==> src/rtl/hw_video_pkg.sv <==
// Shared types for the VGA test-pattern generator: mode encodings,
// colour-bar code table, pipeline bundle and box-axis step helper.
package hw_video_pkg;

    typedef enum logic [1:0] {
        MODE_SPLIT = 2'd0,
        MODE_BARS  = 2'd1,
        MODE_CHECK = 2'd2,
        MODE_BOX   = 2'd3
    } mode_e;

    // Colour code {r,g,b}: each bit selects full scale or zero.
    typedef logic [2:0] rgb_code_t;

    localparam rgb_code_t RGB_WHITE   = 3'b111;
    localparam rgb_code_t RGB_YELLOW  = 3'b110;
    localparam rgb_code_t RGB_CYAN    = 3'b011;
    localparam rgb_code_t RGB_GREEN   = 3'b010;
    localparam rgb_code_t RGB_MAGENTA = 3'b101;
    localparam rgb_code_t RGB_RED     = 3'b100;
    localparam rgb_code_t RGB_BLUE    = 3'b001;
    localparam rgb_code_t RGB_BLACK   = 3'b000;

    // Stage-1 bundle; dim overrides rgb with half-scale blue.
    typedef struct packed {
        logic      ena;
        logic      dim;
        rgb_code_t rgb;
    } pix_t;

    typedef enum logic {
        DIR_INC = 1'b0,
        DIR_DEC = 1'b1
    } dir_e;

    typedef struct packed {
        dir_e        dir;
        logic [10:0] pos;
    } axis_t;

    function automatic rgb_code_t bar_code(input logic [2:0] idx);
        rgb_code_t c;
        unique case (idx)
            3'd0: c = RGB_WHITE;
            3'd1: c = RGB_YELLOW;
            3'd2: c = RGB_CYAN;
            3'd3: c = RGB_GREEN;
            3'd4: c = RGB_MAGENTA;
            3'd5: c = RGB_RED;
            3'd6: c = RGB_BLUE;
            3'd7: c = RGB_BLACK;
        endcase
        return c;
    endfunction

    // One frame step of a bouncing axis. 12-bit maths keeps
    // pos+size+step from wrapping before the limit compare.
    function automatic axis_t axis_next(
        input axis_t       cur,
        input logic [11:0] limit,
        input logic [11:0] size,
        input logic [11:0] step
    );
        axis_t       nxt;
        logic [11:0] pos12;
        nxt   = cur;
        pos12 = {1'b0, cur.pos};
        if (cur.dir == DIR_INC) begin
            if (pos12 + size + step > limit) begin
                nxt.pos = 11'(limit - size);
                nxt.dir = DIR_DEC;
            end else begin
                nxt.pos = 11'(pos12 + step);
            end
        end else begin
            if (pos12 < step) begin
                nxt.pos = '0;
                nxt.dir = DIR_INC;
            end else begin
                nxt.pos = 11'(pos12 - step);
            end
        end
        return nxt;
    endfunction

endpackage

==> src/rtl/hw_box_animator.sv <==
// Bouncing-box position: one position/direction FSM per axis, stepped
// on frame_tick. Ports: pixel_clk, reset (async high), frame_tick in;
// box_x, box_y (11-bit top-left corner) out.
module hw_box_animator
    import hw_video_pkg::*;
#(
    parameter int H_ACTIVE = 640,
    parameter int V_ACTIVE = 480,
    parameter int BOX_SIZE = 64,
    parameter int BOX_STEP = 2
) (
    input  logic        pixel_clk,
    input  logic        reset,
    input  logic        frame_tick,
    output logic [10:0] box_x,
    output logic [10:0] box_y
);

    localparam logic [11:0] H_LIM = 12'(H_ACTIVE);
    localparam logic [11:0] V_LIM = 12'(V_ACTIVE);
    localparam logic [11:0] SIZE  = 12'(BOX_SIZE);
    localparam logic [11:0] STEP  = 12'(BOX_STEP);

    axis_t x_q;
    axis_t x_d;
    axis_t y_q;
    axis_t y_d;

    always_ff @(posedge pixel_clk or posedge reset) begin
        if (reset) begin
            x_q <= '{dir: DIR_INC, pos: 11'd0};
            y_q <= '{dir: DIR_INC, pos: 11'd0};
        end else begin
            x_q <= x_d;
            y_q <= y_d;
        end
    end

    always_comb begin
        x_d = x_q;
        y_d = y_q;
        if (frame_tick) begin
            x_d = axis_next(x_q, H_LIM, SIZE, STEP);
            y_d = axis_next(y_q, V_LIM, SIZE, STEP);
        end
    end

    assign box_x = x_q.pos;
    assign box_y = y_q.pos;

endmodule

==> src/rtl/hw_pattern_generator.sv <==
// Two-stage registered VGA test-pattern source with four patterns.
// Ports: pixel_clk, reset (async high), disp_ena, row, column, mode in;
// red, green, blue (COLOR_W each) and disp_ena_o (2-cycle aligned) out.
module hw_pattern_generator
    import hw_video_pkg::*;
#(
    parameter int COLOR_W  = 8,
    parameter int H_ACTIVE = 640,
    parameter int V_ACTIVE = 480,
    parameter int SPLIT_X  = 600,
    parameter int SPLIT_Y  = 478,
    parameter int BAR_W    = 80,
    parameter int CHK_LOG2 = 5,
    parameter int BOX_SIZE = 64,
    parameter int BOX_STEP = 2
) (
    input  logic               pixel_clk,
    input  logic               reset,
    input  logic               disp_ena,
    input  logic [10:0]        row,
    input  logic [10:0]        column,
    input  logic [1:0]         mode,
    output logic [COLOR_W-1:0] red,
    output logic [COLOR_W-1:0] green,
    output logic [COLOR_W-1:0] blue,
    output logic               disp_ena_o
);

    localparam logic [10:0] LAST_ROW = 11'(V_ACTIVE - 1);
    localparam logic [10:0] LAST_COL = 11'(H_ACTIVE - 1);
    localparam logic [10:0] SPL_X    = 11'(SPLIT_X);
    localparam logic [10:0] SPL_Y    = 11'(SPLIT_Y);
    localparam logic [10:0] BAR_WC   = 11'(BAR_W);
    localparam logic [11:0] BOX_SZ   = 12'(BOX_SIZE);

    localparam logic [COLOR_W-1:0] FULL = '1;
    localparam logic [COLOR_W-1:0] DIM  =
        {1'b1, {(COLOR_W-1){1'b0}}};

    logic        frame_tick;
    mode_e       mode_q;
    logic [10:0] box_x;
    logic [10:0] box_y;
    logic [10:0] bar_q;
    logic [2:0]  bar_idx;
    logic        in_box;
    pix_t        pix_d;
    pix_t        pix_q;

    assign frame_tick = disp_ena
                     && (row == LAST_ROW)
                     && (column == LAST_COL);

    // Pattern only changes between frames.
    always_ff @(posedge pixel_clk or posedge reset) begin
        if (reset) begin
            mode_q <= MODE_SPLIT;
        end else if (frame_tick) begin
            mode_q <= mode_e'(mode);
        end
    end

    hw_box_animator #(
        .H_ACTIVE (H_ACTIVE),
        .V_ACTIVE (V_ACTIVE),
        .BOX_SIZE (BOX_SIZE),
        .BOX_STEP (BOX_STEP)
    ) u_box (
        .pixel_clk  (pixel_clk),
        .reset      (reset),
        .frame_tick (frame_tick),
        .box_x      (box_x),
        .box_y      (box_y)
    );

    // Off-screen columns keep counting bars, so clamp to black.
    assign bar_q   = column / BAR_WC;
    assign bar_idx = (bar_q > 11'd7) ? 3'd7 : bar_q[2:0];

    assign in_box = ({1'b0, column} >= {1'b0, box_x})
                 && ({1'b0, column} <  {1'b0, box_x} + BOX_SZ)
                 && ({1'b0, row}    >= {1'b0, box_y})
                 && ({1'b0, row}    <  {1'b0, box_y} + BOX_SZ);

    always_comb begin
        pix_d     = '0;
        pix_d.ena = disp_ena;
        unique case (mode_q)
            MODE_SPLIT: begin
                pix_d.rgb = (row < SPL_Y && column < SPL_X)
                          ? RGB_BLUE : RGB_YELLOW;
            end
            MODE_BARS: begin
                pix_d.rgb = bar_code(bar_idx);
            end
            MODE_CHECK: begin
                pix_d.rgb = (row[CHK_LOG2] ^ column[CHK_LOG2])
                          ? RGB_WHITE : RGB_BLACK;
            end
            MODE_BOX: begin
                if (in_box) begin
                    pix_d.rgb = RGB_WHITE;
                end else begin
                    pix_d.dim = 1'b1;
                end
            end
        endcase
    end

    always_ff @(posedge pixel_clk or posedge reset) begin
        if (reset) begin
            pix_q <= '0;
        end else begin
            pix_q <= pix_d;
        end
    end

    always_ff @(posedge pixel_clk or posedge reset) begin
        if (reset) begin
            red        <= '0;
            green      <= '0;
            blue       <= '0;
            disp_ena_o <= 1'b0;
        end else begin
            disp_ena_o <= pix_q.ena;
            red   <= (pix_q.ena && pix_q.rgb[2]) ? FULL : '0;
            green <= (pix_q.ena && pix_q.rgb[1]) ? FULL : '0;
            if (!pix_q.ena) begin
                blue <= '0;
            end else if (pix_q.dim) begin
                blue <= DIM;
            end else begin
                blue <= pix_q.rgb[0] ? FULL : '0;
            end
        end
    end

endmodule

==> config.mk <==
export PLATFORM = sky130hd
export DESIGN_NAME = hw_pattern_generator
export DESIGN_NICKNAME = d
export VERILOG_FILES = /design/src/rtl/hw_video_pkg.sv /design/src/rtl/hw_box_animator.sv /design/src/rtl/hw_pattern_generator.sv
export SDC_FILE = /design/constraint.sdc
export NUM_CORES = 1
export LEC_CHECK = 0
export ABC_AREA = 1
export ABC_CLOCK_PERIOD_IN_PS = 2300
export BUFFER_PORTS_ARGS = -buffer_cell sky130_fd_sc_hd__buf_4
export CORE_ASPECT_RATIO = 1.2
export CORE_MARGIN = 2
export CORE_UTILIZATION = 56
export CTS_CLUSTER_SIZE = 14
export DETAILED_ROUTE_END_ITERATION = 8
export GPL_TIMING_DRIVEN = 0
export PLACE_DENSITY = 0.86
export SLEW_MARGIN = 10
export SYNTH_ARGS = -nofsm -noshare
export SYNTH_HDL_FRONTEND = slang
export SYNTH_HIERARCHICAL = 1
export SYNTH_SLANG_ARGS = --single-unit
==> constraint.sdc <==
create_clock -name pixel_clk -period 2.3 [get_ports pixel_clk]
set_input_delay 0.46 -clock pixel_clk [delete_from_list [all_inputs] [get_ports pixel_clk]]
set_output_delay 0.46 -clock pixel_clk [all_outputs]
set_load 0.05 [all_outputs]
# Yosys cells after proc, flatten, opt, wreduce, memory -nomap -nowiden

Memory sizes are Yosys's and may differ from the RTL's.
Cells that the tools add are included.

Add/sub/neg operators: 8
Div/mod/pow operators: 1
Order comparisons: 11
Equal/unequal tests: 5
Muxes and demuxes: 22
Bitwise gates (word level): 1
Reduce and logical (&&, ||, !) cells: 9

Operators with widths:

| cell                                                                              | number |
|---|---|
| 11-bit two-way mux                                                                | 4 |
| 8-bit two-way mux                                                                 | 5 |
| 11-bit by 7-bit adder with 12-bit output, second input constant                   | 2 |
| 12-bit by 2-bit adder with 12-bit output, second input constant                   | 2 |
| 11-bit by 12-bit less-than comparator with 1-bit output                           | 2 |
| 12-bit two-way mux                                                                | 2 |
| 11-bit by 2-bit adder with 11-bit output, second input constant                   | 2 |
| 11-bit >= comparator                                                              | 2 |
| 11-bit by 2-bit less-than comparator with 1-bit output, second input constant     | 2 |
| 11-bit by 2-bit subtractor with 11-bit output, second input constant              | 2 |
| 12-bit by 10-bit greater-than comparator with 1-bit output, second input constant | 1 |
| 12-bit by 9-bit greater-than comparator with 1-bit output, second input constant  | 1 |
| 3-bit two-way mux                                                                 | 4 |
| 3-bit case mux with 4 select lines                                                | 1 |
| 11-bit by 7-bit divider with 11-bit output, second input constant                 | 1 |
| 11-bit by 10-bit equality test with 1-bit output, second input constant           | 1 |
| 11-bit by 9-bit equality test with 1-bit output, second input constant            | 1 |
| 11-bit by 3-bit greater-than comparator with 1-bit output, second input constant  | 1 |
| 11-bit by 10-bit less-than comparator with 1-bit output, second input constant    | 1 |
| 11-bit by 9-bit less-than comparator with 1-bit output, second input constant     | 1 |
| 1-bit logical AND                                                                 | 8 |
| 1-bit two-way mux                                                                 | 6 |
| 2-bit equality test, second input constant                                        | 2 |
| 2-bit by 1-bit equality test with 1-bit output, second input constant             | 1 |
| other kinds (2)                                                                   | 2 |

Register bits after elaboration: 56
Memory bits (read-only): 24
Input bits: 27
Output and inout port bits: 25
Word-level logic and storage cells: 70
Memories: 1

Memories:

| name             | depth | bits a word | rd ports | clocked after Yosys merged registers in | write ports | line               | source |
|---|---|---|---|---|---|---|---|
| (name not given) | 8     | 3           | 1        | 0                                       | 0           | hw_video_pkg.sv:43 | `unique case (idx)` |

# Depth between registers and ports, before layout

Gate-level depths: netlist of run 1.

Depth in word-level cells: 7
Gate-level depth with buffers: 15
Depth with buffers taken out: 15

# Cells and area by module

The synthesis of run 1 kept the hierarchy.

By module, submodules not included:

| module               | times used | cells each | area each (µm²) | seq. area each (µm²) |
|---|---|---|---|---|
| hw_box_animator      | 1          | 338        | 2249.7          | 550.5 |
| hw_pattern_generator | 1          | 300        | 1963.1          | 300.3 |

# Least setup slack after synthesis of run 1

Ideal clock, no wire load.

Path kind: reg2reg
From: reg u_box.y_q (netlist bit u_box/box_y[6])
To: reg pix_q[2] (netlist bit)
Library setup time: 130 ps
Arrival: 1936 ps
Data required time: 2170 ps
Setup slack: 235 ps
Cell stages (with the launch flop): 15
Path buffers: 1
Clock period less this slack: 2065 ps
Path through: dfrtp_1 > buf_4 > ha_1 > nand3_1 > xor2_1 > ha_1 > o21ai_0 > nor2_1 > nand4_1 > o21ai_0 > nor2_1 > nand3_1 > nand2_1 > inv_1 > nand3_1

RTL lines:

| what                     | line                        | source |
|---|---|---|
| start: declaration       | hw_box_animator.sv:26       | `axis_t y_q;` |
| start signal: assignment | hw_box_animator.sv:32       | `y_q <= '{dir: DIR_INC, pos: 11'd0};` |
| start signal: assignment | hw_box_animator.sv:35       | `y_q <= y_d;` |
| end signal: assignment   | hw_pattern_generator.sv:114 | `pix_q <= pix_d;` |
| end: declaration         | hw_pattern_generator.sv:48  | `pix_t pix_q;` |

==> impl_metrics.tcl, run 1 <==
set metrics [dict create \
    ir_drop_mv 0.257 \
    crit_path_start_kind "flop" \
    postCtsHoldBufs 0 \
    clkSinkCount 34 \
    avgSynthCellArea_um2 6.60 \
    vias 4381 \
    clock_latency_ns 0.30 \
    crit_chain "buf_4 -> nand3_1 -> xor2_1 -> ha_1 -> nand2_2 -> o21ai_0 -> a21oi_1 -> o21ai_2 -> nor2_1 -> nand3_1 -> nand2_1 -> inv_2 -> nand3_1" \
    fin_ws_ns 0.0655 \
    vias_per_cell 5.53 \
    gp_congestion 0.958 \
    wl_mm 10.8 \
    finalNetCount 766 \
    ys_seq_area_frac 0.202 \
    hpwl_mm 8.45 \
    power_mw 1.69 \
    syn_area_mm2 0.00421 \
    gr-total-overflow 0 \
    first_iter_violations 150 \
    rows 34 \
    worst_slew_pin_slew_ns 0.893 \
    relSlewSlack 0.404 \
    cts_tree "done" \
    cts_buffers 5 \
    num_antenna_cells 0 \
    clkTransAtPathRegs_ns 0.07 \
    yosysWarnings 6 \
    async_reset_ff_frac 1.00 \
    cp.arrival_ns 2.46 \
    syn_to_final_growth_pct 17.4 \
    period_minus_slack_ns 2.23 \
    fin_skew_ns 0.00824 \
    combPwrFrac 0.237 \
    firstDrtPassIters 5 \
    fin_crit_sh 0.972 \
    core-area_mm2 0.00727 \
    crit_path_max_fanout 6 \
    cp_data_required_time_ns 2.53 \
    p_seq_frac 0.363 \
    min_path_type "input pin to async pin" \
    grt_pass1_wl_mm 18.2 \
    final_util 0.680 \
    final_common_cell "nand2_1" \
    portBuffers 51 \
    max_freq_mhz 448 \
    final_cell_mix "nand2_1, buf_4, inv_1" \
    dp.cells 780 \
    final_cells 792 \
    hold_viol_final 0 \
    drv_cap 0 \
    r2r_end "pix_q[2]" \
    cts-root-buf "clkbuf_8" \
    die_y_um 99.0 \
    r2r_slack_ns 0.07 \
    yosysTopAreaCellShare 0.202 \
    synth_flop_cell "dfrtp_1" \
    cellPowerDensity_mw_per_mm2 342 \
    ios 52 \
    grt_usage 0.264 \
    power.leakage_nw 2.64 \
    final.setup.tns_ns 0 \
    drc_errors 0 \
    maxSlewViolCount 0 \
    netlist_instances 638 \
    cts_buffer_depth 2 \
    crit_type "flop to flop" \
    grt_max_degree 23 \
    status "complete, no violations" \
    reg2regPathDepth 13 \
    worst-path-buf-inv 2 \
    die-area_mm2 0.00824 \
    synth_largest_area_cell "dfrtp_1" \
    end_kind "flop" \
    die_x_um 83.2 \
    p_switching_mw 0.499 \
    synth-edff-count 0 \
    start_util 0.579 \
    reg2reg_from "u_box/box_x[9]" \
    post-place-ws_ns -0.296 \
    slowest_stage "dfrtp_1" \
    finalSetupViolCount 0 \
    drive_gt1_frac 0.236 \
    p_clk_frac 0.400 \
    antenna_left 0 \
    p_int_mw 1.19 \
    crit_top_cell "nand3_1" \
    antenna_found_initial 0 \
    switching_share 0.295 \
    synthTopCellsByArea "dfrtp_1, ha_1, nand2_1" \
    htree_levels 2 \
    wl_per_cell_um 13.6 \
    cp_top_family "simple AND/OR/NAND/NOR gates" \
    grt_pass1_vias 4239 \
    critPathMaxStageDelay_ns 0.51 \
    synth-seq-cells 34 \
    netlist-cell-type-count 40 \
]
## synthesized netlist by cell type, types with 4 or more instances
library cell / instances
a21oi_1: 45
buf_4: 43
clkbuf_1: 5
dfrtp_1: 34
ha_1: 38
inv_1: 85
inv_2: 6
nand2_1: 119
nand2_2: 13
nand3_1: 49
nand4_1: 18
nor2_1: 69
nor3_1: 11
o211ai_1: 5
o21ai_0: 30
o21ai_1: 4
xnor2_1: 5
xor2_1: 21
## cells by family (layout without fill, tap and decap cells)
family / after synthesis / count (layout) / share of synthesized area
AND/OR/NAND/NOR: 296 / 296 / 0.323
buffers and inverters: 143 / 206 / 0.170
AO/OA/AOI/OAI: 100 / 100 / 0.137
adder cells (fa/ha/maj): 38 / 38 / 0.113
flip-flops: 34 / 34 / 0.202
XOR/XNOR: 26 / 26 / 0.0541
other: 1 / 2 / 0.000890
## flip-flops by register name, summed over array words and instances (netlist names)
signal and flops:
blue 2, mode_q 2, u_box/box_y 10, disp_ena_o 1, u_box/x_q 1, pix_q 5, u_box/box_x 10, red 1
green 1, u_box/y_q 1
## per-layer routing
metal,GRT usage,vias to the layer above,wire length (µm)
met5,0,-,0
met4,0.119,0,336
met3,0.0402,32,597
met2,0.474,156,5390
met1,0.311,2023,4470
li1,-,2170,-
## per-stage QoR
| step | hold slack (ns) | instance area (µm²) |
|---|---|---|
| 5_1_grt | 0.225 | 4940 |
| 6_report | 0.178 | 4940 |
| 3_3_place_gp | 0.418 | 4710 |
| 4_1_cts | 0.196 | 4890 |
| 2_1_floorplan | 0.325 | 4220 |
| 3_5_place_dp | 0.425 | 4710 |
## layout make-up
type,instances,area (µm²)
Buffer,49,352
Tap cell,90,113
Clock inverter,3,68.8
Sequential cell,34,858
Multi-Input combinational cell,462,2710
Timing Repair Buffer,58,435
Clock buffer,5,68.8
Inverter,91,342
Fill cell,606,2330
## worst max-delay path by stage
stage	startpoint	cells after the start	to	slack (ns)
floorplan	u_box/box_y[6]	14	pix_q[2]	0.23
global placement	u_box/box_y[7]	14	pix_q[0]	-0.17
detailed placement	u_box/box_y[7]	14	pix_q[2]	-0.30
CTS	u_box/box_y[7]	14	pix_q[2]	0.04
global route	u_box/box_x[9]	13	pix_q[2]	-0.03
finish	u_box/box_x[9]	13	pix_q[2]	0.07
## repair_timing
action,4_1_cts,5_1_grt
endpoints found under the setup margin,4,3
pin swaps,3,11
resized for setup,11,14
endpoints found under the hold margin,0,0
setup buffers,3,4
## power groups by stage
stage	combinational, mW	sequential (mW)	clock, mW
floorplan	0.241	0.640	0
global placement	0.375	0.625	0
detailed placement	0.386	0.626	0
CTS	0.389	0.614	0.688
global route	0.438	0.615	0.713
finish	0.401	0.614	0.677
(Power assumes the default switching activity.)
==> run 2: changes to the inputs <==
PLACE_DENSITY = 0.87   (was 0.86)
SKIP_CTS_REPAIR_TIMING = 1   (was unset)
SYNTH_HIERARCHICAL = unset   (was 1)
==> run 2 against run 1 <==
Critical path type unchanged. Final cell count down 9.8%. Design area decreased by 8.6%. Critical endpoint is now pix_q[0]. The flow now finishes with violations (setup timing). Wire length decreased by 5.2%. Worst setup slack worse by 0.099 ns.
==> impl_metrics.tcl, run 2 <==
set metrics [dict create \
    status "finished, violations left" \
    violations "setup timing" \
    die-area_mm2 0.00736 \
    wl_mm 10.2 \
    p_switching_mw 0.498 \
    netlist-cell-type-count 42 \
    finalNetCount 695 \
    maxSlewViolCount 0 \
    place_area_mm2 0.00424 \
    relSlewSlack 0.507 \
    syn_area_mm2 0.00375 \
    synth_common_cells "nand2_1, inv_1, nor2_1, nand3_1, a21oi_1" \
    async_reset_ff_frac 1.00 \
    p_int_mw 1.07 \
    hpwl_mm 7.74 \
    synth-edff-count 0 \
    first_iter_violations 409 \
    finalSetupViolCount 2 \
    ir_drop_mv 0.240 \
    p_clk_frac 0.358 \
    dp.cells 697 \
    reg2regPathDepth 15 \
    synth_fa_ha_area_frac 0.134 \
    firstDrtPassIters 5 \
    rsz0062_at_grt "yes" \
    fin_skew_ns 0.00961 \
    r2r_end "pix_q[0]" \
    switching_share 0.317 \
    synthSimpleGateAreaFrac 0.313 \
    gr-total-overflow 0 \
    post-place-ws_ns -0.275 \
    grt_pass1_wl_mm 16.4 \
    fin_ws_ns -0.0340 \
    reg2reg_from "u_box.box_y[6]" \
    portBuffers 51 \
    max_freq_mhz 428 \
    drc_errors 0 \
    crit_type "flop to flop" \
    synthTopCellsByArea "dfrtp_1, ha_1, nand2_1" \
    core-area_mm2 0.00645 \
    grt_pass1_vias 3581 \
    syn-num-nets 628 \
    ys_seq_area_frac 0.227 \
    final_common_cell "nand2_1" \
    vias 4006 \
    min_path_type "input pin to async pin" \
    syn_to_final_growth_pct 20.6 \
    crit_start "u_box.box_y[6]" \
    cts-root-buf "clkbuf_8" \
    cts_tree "done" \
    crit_path_start_kind "flop" \
    worst_slew_pin_slew_ns 0.739 \
    power.leakage_nw 2.43 \
    holdWs_ns 0.285 \
    yosysWarnings 0 \
    synth_largest_area_cell "dfrtp_1" \
    die_y_um 93.6 \
    hold_viol_final 0 \
    fin_area_mm2 0.00452 \
    clkSinkCount 34 \
    synth_mux_area_frac 0 \
    synthMostInstantiatedCell "nand2_1" \
    fin_crit_sh 1.01 \
    wl_per_cell_um 14.3 \
    netlist_instances 561 \
    htree_levels 2 \
    synth_xor_area_frac 0.0604 \
    yosysTopAreaCellShare 0.227 \
    avgSynthCellArea_um2 6.68 \
    rows 32 \
    cp_data_required_time_ns 2.53 \
    clkTransAtPathRegs_ns 0.08 \
    end_kind "flop" \
    cellPowerDensity_mw_per_mm2 348 \
    cts_buffers 5 \
    synth_compound_area_frac 0.147 \
    start_util 0.581 \
    synth_flop_cell "dfrtp_1" \
    synth-seq-cells 34 \
    grt_max_degree 35 \
    vias_per_cell 5.61 \
    crit_path_max_fanout 6 \
    ios 52 \
    drive_gt1_frac 0.218 \
    num_antenna_cells 0 \
    cts_buffer_depth 2 \
    grt_usage 0.276 \
    gp_congestion 0.975 \
    final_cells 714 \
    period_minus_slack_ns 2.33 \
    drv_cap 0 \
    combPwrFrac 0.250 \
    antenna_found_initial 0 \
    cp.arrival_ns 2.56 \
    p_seq_frac 0.393 \
    r2r_slack_ns -0.03 \
    antenna_left 0 \
    clock_latency_ns 0.30 \
    final_cell_mix "nand2_1, buf_4, inv_1" \
    final.setup.tns_ns -0.0639 \
    synth_top_family_by_area "simple AND/OR/NAND/NOR gates" \
    die_x_um 78.7 \
]
## run 2: cell types whose count changed in the layout (fill, tap and decap cells not counted), moves of 4 or more
cell     change
nand3_1      -5
nor2_1       -9
nand2_2      -8
nand4_1      -4
buf_4       -16
inv_1       -24
nand2_1      +4
o21ai_2      -5
nor3_1       -6
## run 2: kinds of logic (layout without fill, tap and decap cells)
kind of cell / count (synthesis) / after routing
xor gates and xnor gates: 25 / 25
and+or+nand+nor: 270 / 270
AOI/OAI and AO/OA: 95 / 95
adders and majority gates: 40 / 40
DFF: 34 / 34
buffers and inverters: 97 / 165
## run 2: power groups by stage
stage	registers (mW)	logic (mW)	clock network [mW]
detailed placement	0.630	0.384	0
floorplan	0.647	0.236	0
CTS	0.618	0.385	0.564
global placement	0.628	0.375	0
global route	0.620	0.427	0.584
finish	0.618	0.392	0.562
## run 2: worst max-delay path, cell delays in order, from the launching register on
cell and delay [ns]:
dfrtp_1 0.42, buf_4 0.18, inv_2 0.07, ha_1 0.30, inv_1 0.06, ha_1 0.29
a21oi_1 0.13, o21a_1 0.14, nor2_1 0.04, nor2_1 0.08, nand2_1 0.05, nor2_1 0.16
nand3b_1 0.14, nand2_1 0.10, inv_2 0.05, nand3_2 0.06
## run 2: layout make-up
type / instances / area [µm²]
multi-input combinational: 430 / 2550
fill: 544 / 1930
sequential: 34 / 855
timing repair buffer: 60 / 450
inverter: 70 / 265
buffer: 27 / 186
tap: 85 / 106
clock buffer: 5 / 68.8
clock inverter: 3 / 40.0
## run 2: per-stage QoR
stage          power [mW]   util
2_1_floorplan       0.883      -
3_3_place_gp         1.00  0.657
3_5_place_dp         1.01  0.657
4_1_cts              1.57  0.674
5_1_grt              1.63  0.701
6_report             1.57  0.701
## run 2: worst max path at each step
stage	endpoint	cells after the start
after floorplan	pix_q[0]	15
after global placement	u_box.box_x[4]	8
after detailed placement	pix_q[0]	15
after CTS	pix_q[0]	15
after global routing	pix_q[0]	13
final	pix_q[0]	15
## run 2: per-layer routing
metal	routed length, µm	track usage	up-vias	share of wire
met5	0	0	-	0
met4	266	0.102	0	0.026
met3	798	0.0338	27	0.078
met2	5030	0.479	172	0.49
met1	4140	0.348	1823	0.40
li1	-	-	1984	-
